`config.mk`:
```
export PLATFORM = sky130hd
export DESIGN_NAME = r512x16_stream_reader
export DESIGN_NICKNAME = d
export VERILOG_FILES = /design/src/rtl/r512x16_stream_reader.sv
export SDC_FILE = /design/constraint.sdc
export NUM_CORES = 1
export LEC_CHECK = 0
export BUFFER_PORTS_ARGS = -buffer_cell sky130_fd_sc_hd__buf_4
export CAP_MARGIN = 20
export CORE_MARGIN = 2
export CORE_UTILIZATION = 51
export DETAILED_ROUTE_END_ITERATION = 16
export PLACE_DENSITY = 0.79
export SETUP_SLACK_MARGIN = 0.5
export SLEW_MARGIN = 15
export SYNTH_ARGS = -nofsm -noshare
export SYNTH_HDL_FRONTEND = slang
export SYNTH_SLANG_ARGS = --single-unit
```
`constraint.sdc`:
```
create_clock -name RClk -period 5.3 [get_ports RClk]
set_input_delay 0.795 -clock RClk [delete_from_list [all_inputs] [get_ports RClk]]
set_output_delay 0.795 -clock RClk [all_outputs]
set_load 0.005 [all_outputs]
```
`src/rtl/r512x16_stream_reader.sv`:
```
// Sequential read master for the r512x16 RAM: issues RA/RClk_En for a (StartAddr, Len)
// command and delivers the read words as a valid/ready stream with backpressure.
module r512x16_stream_reader #(
  parameter int addr_int       = 9,
  parameter int data_depth_int = 512,
  parameter int data_width_int = 16,
  parameter int buf_depth_int  = 4
) (
  input  logic                      RClk,
  input  logic                      Rst,
  input  logic                      Start,
  input  logic [addr_int-1:0]       StartAddr,
  input  logic [addr_int:0]         Len,
  input  logic                      Abort,
  output logic                      Busy,
  output logic                      Done,
  output logic [addr_int-1:0]       RA,
  output logic                      RClk_En,
  input  logic [data_width_int-1:0] RD,
  output logic [data_width_int-1:0] DOut,
  output logic                      DValid,
  input  logic                      DReady,
  output logic                      DLast
);

  localparam int LenW = addr_int + 1;
  localparam int PtrW = (buf_depth_int > 1) ? $clog2(buf_depth_int) : 1;
  localparam int CntW = $clog2(buf_depth_int + 1);
  localparam int OccW = $clog2(buf_depth_int + 3);

  typedef enum logic [1:0] {IDLE, RUN, DRAIN} state_e;

  state_e                    state_q;
  logic [addr_int-1:0]       addr_q;
  logic [addr_int-1:0]       ra_q;
  logic                      rclkEn_q;
  logic                      rdValid_q;
  logic                      done_q;
  logic [LenW-1:0]           issueRem_q;
  logic [LenW-1:0]           acceptRem_q;
  logic [data_width_int-1:0] buf_q [buf_depth_int];
  logic [PtrW-1:0]           head_q;
  logic [PtrW-1:0]           tail_q;
  logic [CntW-1:0]           count_q;

  logic            dValid;
  logic            pop;
  logic            lastPop;
  logic [OccW-1:0] occ;
  logic            issueOk;

  function automatic logic [addr_int-1:0] incAddr(input logic [addr_int-1:0] a);
    return (a == addr_int'(data_depth_int - 1)) ? '0 : a + addr_int'(1);
  endfunction

  function automatic logic [PtrW-1:0] incPtr(input logic [PtrW-1:0] p);
    return (p == PtrW'(buf_depth_int - 1)) ? '0 : p + PtrW'(1);
  endfunction

  // Words already issued or in the RAM stage hold a reserved buffer slot, so an
  // issue is only allowed when every in-flight word is guaranteed a place.
  always_comb begin
    dValid  = (count_q != '0);
    pop     = dValid & DReady;
    lastPop = pop & (acceptRem_q == LenW'(1));
    occ     = OccW'(count_q) + OccW'(rclkEn_q) + OccW'(rdValid_q) - OccW'(pop);
    issueOk = (occ < OccW'(buf_depth_int));
  end

  always_ff @(posedge RClk or posedge Rst) begin
    if (Rst) begin
      state_q     <= IDLE;
      addr_q      <= '0;
      ra_q        <= '0;
      rclkEn_q    <= 1'b0;
      rdValid_q   <= 1'b0;
      done_q      <= 1'b0;
      issueRem_q  <= '0;
      acceptRem_q <= '0;
      head_q      <= '0;
      tail_q      <= '0;
      count_q     <= '0;
      for (int i = 0; i < buf_depth_int; i++) buf_q[i] <= '0;
    end else if (Abort) begin
      state_q     <= IDLE;
      rclkEn_q    <= 1'b0;
      rdValid_q   <= 1'b0;
      done_q      <= 1'b0;
      issueRem_q  <= '0;
      acceptRem_q <= '0;
      head_q      <= '0;
      tail_q      <= '0;
      count_q     <= '0;
    end else begin
      done_q    <= lastPop;
      rdValid_q <= rclkEn_q;
      rclkEn_q  <= 1'b0;
      if (rdValid_q) begin
        buf_q[tail_q] <= RD;
        tail_q        <= incPtr(tail_q);
      end
      if (pop) begin
        head_q      <= incPtr(head_q);
        acceptRem_q <= acceptRem_q - LenW'(1);
      end
      count_q <= count_q + CntW'(rdValid_q) - CntW'(pop);

      // The first address goes out on the same edge that accepts the command.
      case (state_q)
        IDLE: begin
          if (Start) begin
            if (Len == '0) begin
              done_q <= 1'b1;
            end else begin
              acceptRem_q <= Len;
              state_q     <= RUN;
              if (issueOk) begin
                ra_q       <= StartAddr;
                rclkEn_q   <= 1'b1;
                addr_q     <= incAddr(StartAddr);
                issueRem_q <= Len - LenW'(1);
                if (Len == LenW'(1)) state_q <= DRAIN;
              end else begin
                addr_q     <= StartAddr;
                issueRem_q <= Len;
              end
            end
          end
        end
        RUN: begin
          if (issueOk) begin
            ra_q       <= addr_q;
            rclkEn_q   <= 1'b1;
            addr_q     <= incAddr(addr_q);
            issueRem_q <= issueRem_q - LenW'(1);
            if (issueRem_q == LenW'(1)) state_q <= DRAIN;
          end
        end
        DRAIN: begin
          if (lastPop) state_q <= IDLE;
        end
        default: state_q <= IDLE;
      endcase
    end
  end

  assign Busy    = (state_q != IDLE);
  assign Done    = done_q;
  assign RA      = ra_q;
  assign RClk_En = rclkEn_q;
  assign DOut    = buf_q[head_q];
  assign DValid  = dValid;
  assign DLast   = dValid & (acceptRem_q == LenW'(1));

endmodule

```
# After elaboration in Yosys (flattened, before gate mapping)
# Index checks and enable logic that the tools add are counted.
# classes
n_bitwise	6
mux	55
reduce_logical	14
add_sub_neg	12
n_lt_le_gt_ge	4
eq_ne	18
# op_table
op	n
$mux 10	10
$mux 9	10
$bwmux 64	1
$mux 16	3
$pmux 9 s2	2
$bmux 16 s2	1
$demux 16 s2	1
$eq 10x1->1 const B	3
$sub 10x1->10 const B	3
$mux 2	14
$pmux 10 s2	1
$add 9x1->9 const B	2
$eq 9x9->1 const B	2
$ne 3x3->1 const B	5
$logic_not 10->1	1
$reduce_and 5->1	2
$add 3x1->3	3
$mux 1	9
$ne 2x2->1 const B	4
$reduce_bool 2->1	4
$eq 2x2->1 const B	3
$ge 3x3->1 const B	2
$not 2->3	2
$pmux 2 s3	1
other kinds (15)	20
# totals
wordCells	124
ff_bits	114
in_bits	40
output_inout_bits	30

# Logic depth before layout (Yosys ltp)
# Gate-level depths: netlist (run 1).
# depth
ltp_word	9
ltp_mapped	14
ltp_nobuf	12

# Worst setup path before layout (run 1)
# No wires, ideal clock.
# synth_timing
kind	flip-flop to flip-flop
from	register count_q[2]
to	register addr_q[1]
t_arrival_ns	3.124
required_time_ns	5.174
period_less_slack_ns	3.249
path_stages_with_launch	14
path_slack_ns	2.051
setup_ns	0.126
n_path_buf	1
cell_sequence	dfrtp_1 > or3_1 > nand2_1 > clkinv_1 > ha_1 > inv_1 > ha_1 > nand3_1 > a21oi_1 > or2_1 > buf_2 > mux2_2 > a221oi_1 > nor2_1
# synth_between
elab_chain_len	8
word_cells_on_any_way	12
cone_classes	3 x add/sub; 1 x order compare; 1 x eq/ne; 4 x mux; 1 x bitwise; 2 x reduce/logical
# synth_lines
item	line_no	text
from (decl)	44	logic [CntW-1:0] count_q;
from (signal assigned)	106	count_q <= count_q + CntW'(rdValid_q) - CntW'(pop);
$reduce_bool 3->1 *	63	dValid = (count_q != '0);
net DValid	21	output logic DValid,
$and 1x1->1 *	64	pop = dValid & DReady;
$sub 3x1->3 *	66	occ = OccW'(count_q) + OccW'(rclkEn_q) + OccW'(rdValid_q) - OccW'(pop);
$lt 3x3->1 *	67	issueOk = (occ < OccW'(buf_depth_int));
$mux 9	117	if (issueOk) begin
$mux 9	112	if (Len == '0) begin
$mux 9	111	if (Start) begin
$pmux 9 s2	109	case (state_q)
to (signal assigned)	120	addr_q <= incAddr(StartAddr);
to (signal assigned)	124	addr_q <= StartAddr;
to (signal assigned)	134	addr_q <= incAddr(addr_q);
to (decl)	34	logic [addr_int-1:0] addr_q;
# Mark *: on every way through the listed nets, which the timed path passes. The rest lies on a longest branch. The select of a mux whose other input is x is not followed.
# A chain may end at the register's enable or synchronous reset.

# Worst setup path after layout (run 1)
# layout_timing
from	register count_q[2]
to	register addr_q[4]
# layout_between
elab_chain_len	8
word_cells_on_any_way	12
cone_classes	3 x add/sub; 1 x order compare; 1 x eq/ne; 4 x mux; 1 x bitwise; 2 x reduce/logical
# layout_lines
item	line_no
$add 3x1->3 / $reduce_bool 3->1 (equally long branches)	66, 63
$add 3x1->3 / $and 1x1->1 (equally long branches)	66, 64
$sub 3x1->3 *	66
$lt 3x3->1 *	67
$mux 9	117
$mux 9	112
$mux 9	111
$pmux 9 s2	109
# Every way passes the cells marked *; elsewhere a longest branch is shown, timed or not. The select of a mux whose other input is x is not followed.

==> key figures, run 1 <==
Global route
  – Vias in the first global route: roughly 4,700
  – Largest net degree at the start of global routing: 84
  – Grt total ovfl: 0
  – Gr usage total: 0.230
  – Initial antenna violation count: 0
  – First-pass GRT wire length: around 23 mm

Routing
  – Avg WL per Cell: 18.1 um
  – Antenna viol nets, final: 0
  – DR vias: 4,660
  – Iter 0 DRT Violations: 458
  – Via density: ~6.0
  – # DRC: 0
  – Wirelength, routed: roughly 14 mm
  – Pre-antenna DRT Iters: 5

Worst hold path
  – HP Class: in -> async

Die
  – Die width: 113 um
  – Initial Util: 0.528
  – Row count: 39
  – Die H: 113 um
  – Ports: 70
  – Core Footprint: 0.0116 mm2
  – Die area: roughly 0.013 mm2

Placed design
  – DP HPWL: 9.61 mm
  – RePlAce Congestion: roughly 0.9
  – Placed Cells: 749
  – Number of port buffers: 69

Timing
  – Crit path time final: 4.13 ns
  – Final Setup Violations: 0
  – Worst-Margin Slew: 0.827 ns
  – Final worst path period share: 0.780
  – FMAX: 242 MHz
  – Skew final: 0.0105 ns
  – Normalized max-slew margin: 0.449
  – RSZ-0062 raised after global routing: no
  – Fin Hold WS: 0.343 ns
  – Fin. max-slew vios: 0
  – TNS Setup: 0 ns
  – Final-report hold violation count: 0

Synthesis
  – Sequential area share after synthesis: 0.467
  – Post-synth EDFFs: 0
  – Synth async-reset ratio: 1.00
  – Biggest area consumer among synthesized cells: dfrtp_1
  – Cell area after synthesis: 0.00611 mm2
  – Syn Area/Cell: roughly 11 um2
  – Post-synthesis cell type count: 55
  – Main synth FF type: dfrtp_1
  – Syn nets: 622
  – Synth top area cells: dfrtp_1 (47%), mux2_2 (12%), mux4_2 (5.9%)
  – Yosys top cell area share: 0.467
  – #FFs+latches synth: 114
  – Post-Syn Instances: 561
  – YS warnings: 0

Clock network
  – Clock Latency Late Sink: 0.41 ns
  – CTS tree: built
  – Number of H-tree levels: 4
  – Clock Sinks: 114
  – CTS Buf Count: 17
  – Post-CTS setup buffer count: 0
  – Post-CTS Resized: 0
  – Hold Buf Count CTS: 0
  – Root Driver: clkbuf_16
  – Clock slew at reported path FFs: roughly 0.05 ns
  – Clock tree buffer depth: 2

Worst setup path
  – Worst setup EP type: register
  – Worst setup path class: reg -> reg
  – Startpoint types: register
  – Critical-path maximum fanout: 15
  – Data arrival, critical path: between 4 and 5 ns
  – Critical path required time: 5.59 ns

Power and ir drop
  – Peak supply drop: a little over 0.0003 V
  – Leak pwr: 0.00341 uW
  – Power Density: 533 mW/mm2

Layout
  – Post-layout net count: 687
  – Area delta synth->final: 20.6%
  – N_diodes: 0
  – Fraction of layout cells with a size suffix above 1: 0.303
  – Final std cells w/o fill: just under 800

Outcome
  – Status: finished clean

Job
  – Maxcap violations: 0
[worst paths after layout]
path	startpoint	slack (ns)	end	cells after the start
setup reg to reg	count_q[2]	1.17	addr_q[4]	12
setup / recovery	count_q[2]	1.17	addr_q[4]	12
max in group asynchronous	Rst	3.90	state_q[1]	4
min in group RClk	buf_q[0]	0.50	buf_q[0]	1
hold / removal	Rst	0.34	RA[0]	2
hold reg to reg	buf_q[0]	0.50	buf_q[0]	1
[worst max-delay path, stage by stage (launching register included)]
cell	delay, ns
dfrtp_1	0.38
or3_1	0.42
nand2_1	0.20
clkinv_1	0.30
ha_1	0.38
inv_1	0.04
ha_1	0.17
a21oi_1	0.19
and3_1	0.52
nor2_2	0.20
a21oi_1	0.71
o21ai_0	0.26
a22o_1	0.23
[cell type report]
cell class              count  area (um2)
repair buffers             74         583
well taps                 143         179
multi-input cells         395        3050
flip-flops and latches    114        2850
clock inverters             8         126
clock buffers              23         488
fillers                   847        4190
inverters                  24        92.6
[layout by cell type, fill, tap and decap left out, drive strengths merged, types with 3 or more instances in the layout]
cell and count:
clkinvlp 3, nor4 5, nand3 10, nand2 37, nor3 14, nor2 63, xnor2 19, o21ai 23
nor3b 3, mux2 66, nand4 5, a31oi 14, xor2 8, o211ai 4, clkinv 3, a21oi 20
inv 23, mux4 16, o22ai 3, o2111ai 5, clkbuf 23, nor2b 6, bufinv 3, and3 8
a211oi 12, nand2b 4, o221ai 3, buf 74, ha 20, dfrtp 114
[metal layers]
metal / up-vias / global-route usage / wire, um / part of all wire
li1: 2167 / - / - / -
met1: 2313 / 0.295 / 5970 / 0.42
met2: 152 / 0.392 / 7260 / 0.51
met3: 28 / 0.0515 / 677 / 0.048
met4: 0 / 0.0748 / 237 / 0.017
met5: - / 0 / 0 / 0
[cells by family (layout without fill, tap and decap cells)]
logic type                 after synthesis  after routing  share of synthesized area
AOI/OAI and AO/OA                       99             99                      0.106
xor gates and xnor gates                27             27                     0.0387
adders and majority gates               21             21                     0.0442
buffers and inverters                   52            129                     0.0344
DFF                                    114            114                      0.467
muxes                                   84             84                      0.184
and+or+nand+nor                        164            164                      0.126
[flip-flops by register name, indices dropped and copies added (netlist names), 2 cells and up]
register,count
tail_q,2
state_q,2
acceptRem_q,10
RA,9
addr_q,9
count_q,3
issueRem_q,10
head_q,2
buf_q,64
[power by group]
part	switching [uW]	internal (uW)	total, uW
Sequential	213	1120	1330
Combinational	725	698	1420
Clock	386	786	1170
Total	1320	2600	3930
[synth_stat cells, types with 11 or more instances]
cell	number
a211oi_1	11
a21oi_1	19
a31oi_1	14
clkbuf_1	17
dfrtp_1	114
ha_1	20
inv_1	23
mux2_2	66
mux4_2	16
nand2_1	37
nor2_1	61
nor3_1	14
o21ai_0	22
xnor2_1	19
[metrics by stage]
stage / utilization / area [um2] / setup slack [ns] / total power, uW
2_1_floorplan: - / 6110 / 1.49 / 2260
3_3_place_gp: 0.580 / 6710 / 1.38 / 2660
3_5_place_dp: 0.582 / 6730 / 1.25 / 2740
4_1_cts: 0.635 / 7340 / 1.27 / 3930
5_1_grt: 0.637 / 7370 / 0.829 / 4160
6_report: 0.637 / 7370 / 1.17 / 3930
(Power assumes the default switching activity.)
==> run 2, diff against run 1 <==
--- a/config.mk
+++ b/config.mk
@@ -10,7 +10,7 @@
 export CORE_MARGIN = 2
 export CORE_UTILIZATION = 51
 export DETAILED_ROUTE_END_ITERATION = 16
-export PLACE_DENSITY = 0.79
+export PLACE_DENSITY = 0.82
 export SETUP_SLACK_MARGIN = 0.5
 export SLEW_MARGIN = 15
 export SYNTH_ARGS = -nofsm -noshare
==> constraint.sdc (replaced) <==
create_clock -name RClk -period 3.5 [get_ports RClk]
set_input_delay 0.525 -clock RClk [delete_from_list [all_inputs] [get_ports RClk]]
set_output_delay 0.525 -clock RClk [all_outputs]
set_load 0.005 [all_outputs]
==> run 2 against run 1 <==
- sequential share of layout area shrank 0.80 points
- largest cell class unchanged
- global-route usage grew 0.46 points
- via count is 2.0% higher
- worst hold slack worse by 0.12 ns
- combinational power rose by 75%
==> key figures, run 2 (synthesis gave the netlist of run 1 again) <==
Layout
  – Post-layout net count: approximately 700
  – Commonest cells after routing, fill and taps aside: dfrtp_1 (114), buf_4 (84), mux2_2 (66)
  – Design area: 0.00753 mm2
  – Biggest registers after layout: buf_q (64), acceptRem_q (10), issueRem_q (10)
  – Top reg by flops: buf_q
  – Most common cell after layout, fill and taps aside: dfrtp_1
  – Max reg flops: 64
  – Fraction of layout cells with a size suffix above 1: 0.333
  – N_diodes: 0
  – Area delta synth->final: 23.2%

Clock network
  – Clock Sinks: 114
  – Clock Latency Late Sink: 0.41 ns
  – CTS tree: built
  – Root Driver: clkbuf_16
  – Hold Buf Count CTS: 0
  – CTS Buf Count: 17
  – Clock tree buffer depth: 2
  – Clock slew at reported path FFs: ~0.050 ns
  – Number of H-tree levels: 4

Outcome
  – Status: finished clean

Global route
  – Met2 Use GR: 0.401
  – Grt total ovfl: 0
  – First-pass GRT wire length: 23.8 mm
  – GR Util met1: 0.288
  – Global routing usage on met3: 0.0590
  – Largest net degree at the start of global routing: 87
  – Initial antenna violation count: 0
  – Grt peak-use layer: met2
  – Vias in the first global route: 4,845
  – Gr usage total: 0.235

Worst setup path
  – Data arrival, critical path: about 3.3 ns
  – Critical path required time: 3.83 ns
  – Worst setup EP type: register
  – Critical-path maximum fanout: 10
  – RR Endpoint: addr_q[3]
  – Depth of the most critical reg-to-reg path: 15
  – Startpoint types: register
  – Reg2reg setup slack: 0.56 ns
  – Worst setup path class: reg -> reg
  – Worst flop-to-flop path startpoint: count_q[0]

Timing
  – Normalized max-slew margin: 0.423
  – Fin. max-slew vios: 0
  – RSZ-0062 raised after global routing: yes
  – Worst-Margin Slew: 0.866 ns
  – Final worst path period share: 0.840
  – Crit path time final: 2.94 ns
  – Final Setup Violations: 0
  – FMAX: 340 MHz
  – Final-report hold violation count: 0
  – TNS Setup: 0 ns
  – Skew final: 0.00793 ns

Routing
  – Wirelength, routed: 14.6 mm
  – # DRC: 0
  – DR vias: between 4,000 and 5,000
  – Pre-antenna DRT Iters: 5
  – Avg WL per Cell: ~18 um
  – Via density: 5.95
  – Iter 0 DRT Violations: 461
  – Antenna viol nets, final: 0

Power and ir drop
  – Peak supply drop: 0.000485 V
  – Power Density: just over 800 mW/mm2
  – Power Total: ~6200 uW
  – Leak pwr: 0.00349 uW

Die
  – Die H: approximately 110 um
  – Initial Util: 0.528
  – Ports: 70
  – Die width: approximately 110 um
  – Core Footprint: between 0.01 and 0.015 mm2
  – Row count: 39
  – Die area: between 0.01 and 0.015 mm2

Placed design
  – DP HPWL: 9.66 mm
  – RePlAce Congestion: 0.851
  – Number of port buffers: 69
  – Dpl cell area: 0.00681 mm2

Job
  – Maxcap violations: 0

Worst hold path
  – HP Class: in -> async
==> run 2: cell types whose count changed in the layout (fill, tap and decap cells not counted), moves of 3 or more <==
cell      before  now
buf_4         72   84
clkinv_2       1    4
o21ai_1        1    5
a21oi_1       19   16
o21ai_0       22   18
==> run 2: where the power goes <==
| group | total [uW] | internal (uW) | switching [uW] |
|---|---|---|---|
| clock network | 1700 | 1120 | 587 |
| logic | 2490 | 1260 | 1230 |
| registers | 1990 | 1700 | 295 |
| total | 6180 | 4080 | 2110 |
==> run 2: repair_timing <==
item,CTS,global route
gates resized for setup,4,13
setup endpoints to repair,16,29
setup buffers,2,7
pin swaps,0,6
gates cloned,0,1
==> run 2: per-stage QoR <==
step,instances,hold slack (ns),utilization,setup WS [ns]
final,798,0.225,0.651,0.562
after global routing,798,0.262,0.651,0.460
after CTS,790,0.240,0.643,0.479
after detailed placement,756,0.493,0.589,0.267
after global placement,756,0.481,0.589,0.354
after floorplan,561,0.470,-,0.526
==> run 2: final cells by class <==
cell class,count,area [um2]
clock buffers,23,488
clock inverters,9,104
fillers,843,4040
inverters,24,101
multi-input cells,395,3100
flip-flops and latches,114,2850
well taps,143,179
repair buffers,90,703
==> run 2: critical path, cell delays in order, from the launching register on <==
cell and delay [ns]:
dfrtp_1 0.40, or3_4 0.42, nand2_4 0.12, inv_8 0.05, ha_1 0.27, inv_1 0.04
ha_1 0.28, nand3_2 0.09, a21oi_2 0.18, buf_6 0.14, nor2_2 0.04, buf_4 0.17
a21oi_2 0.19, buf_2 0.23, nand2_1 0.07, o211ai_1 0.17
==> run 2: layer usage <==
layer / up-vias / wire length (um) / part of all wire
met5: - / 0 / 0
met4: 0 / 351 / 0.024
met3: 37 / 679 / 0.046
met2: 150 / 7510 / 0.51
met1: 2376 / 6070 / 0.42
li1: 2189 / - / -
==> run 2: worst max path at each step <==
stage,endpoint,slack [ns],start,cells after the start
after global routing,addr_q[6],0.46,count_q[0],15
after floorplan,addr_q[1],0.53,count_q[2],14
after CTS,issueRem_q[4],0.48,count_q[1],12
final,addr_q[3],0.56,count_q[0],15
after global placement,addr_q[1],0.35,count_q[2],12
after detailed placement,addr_q[1],0.27,count_q[1],12
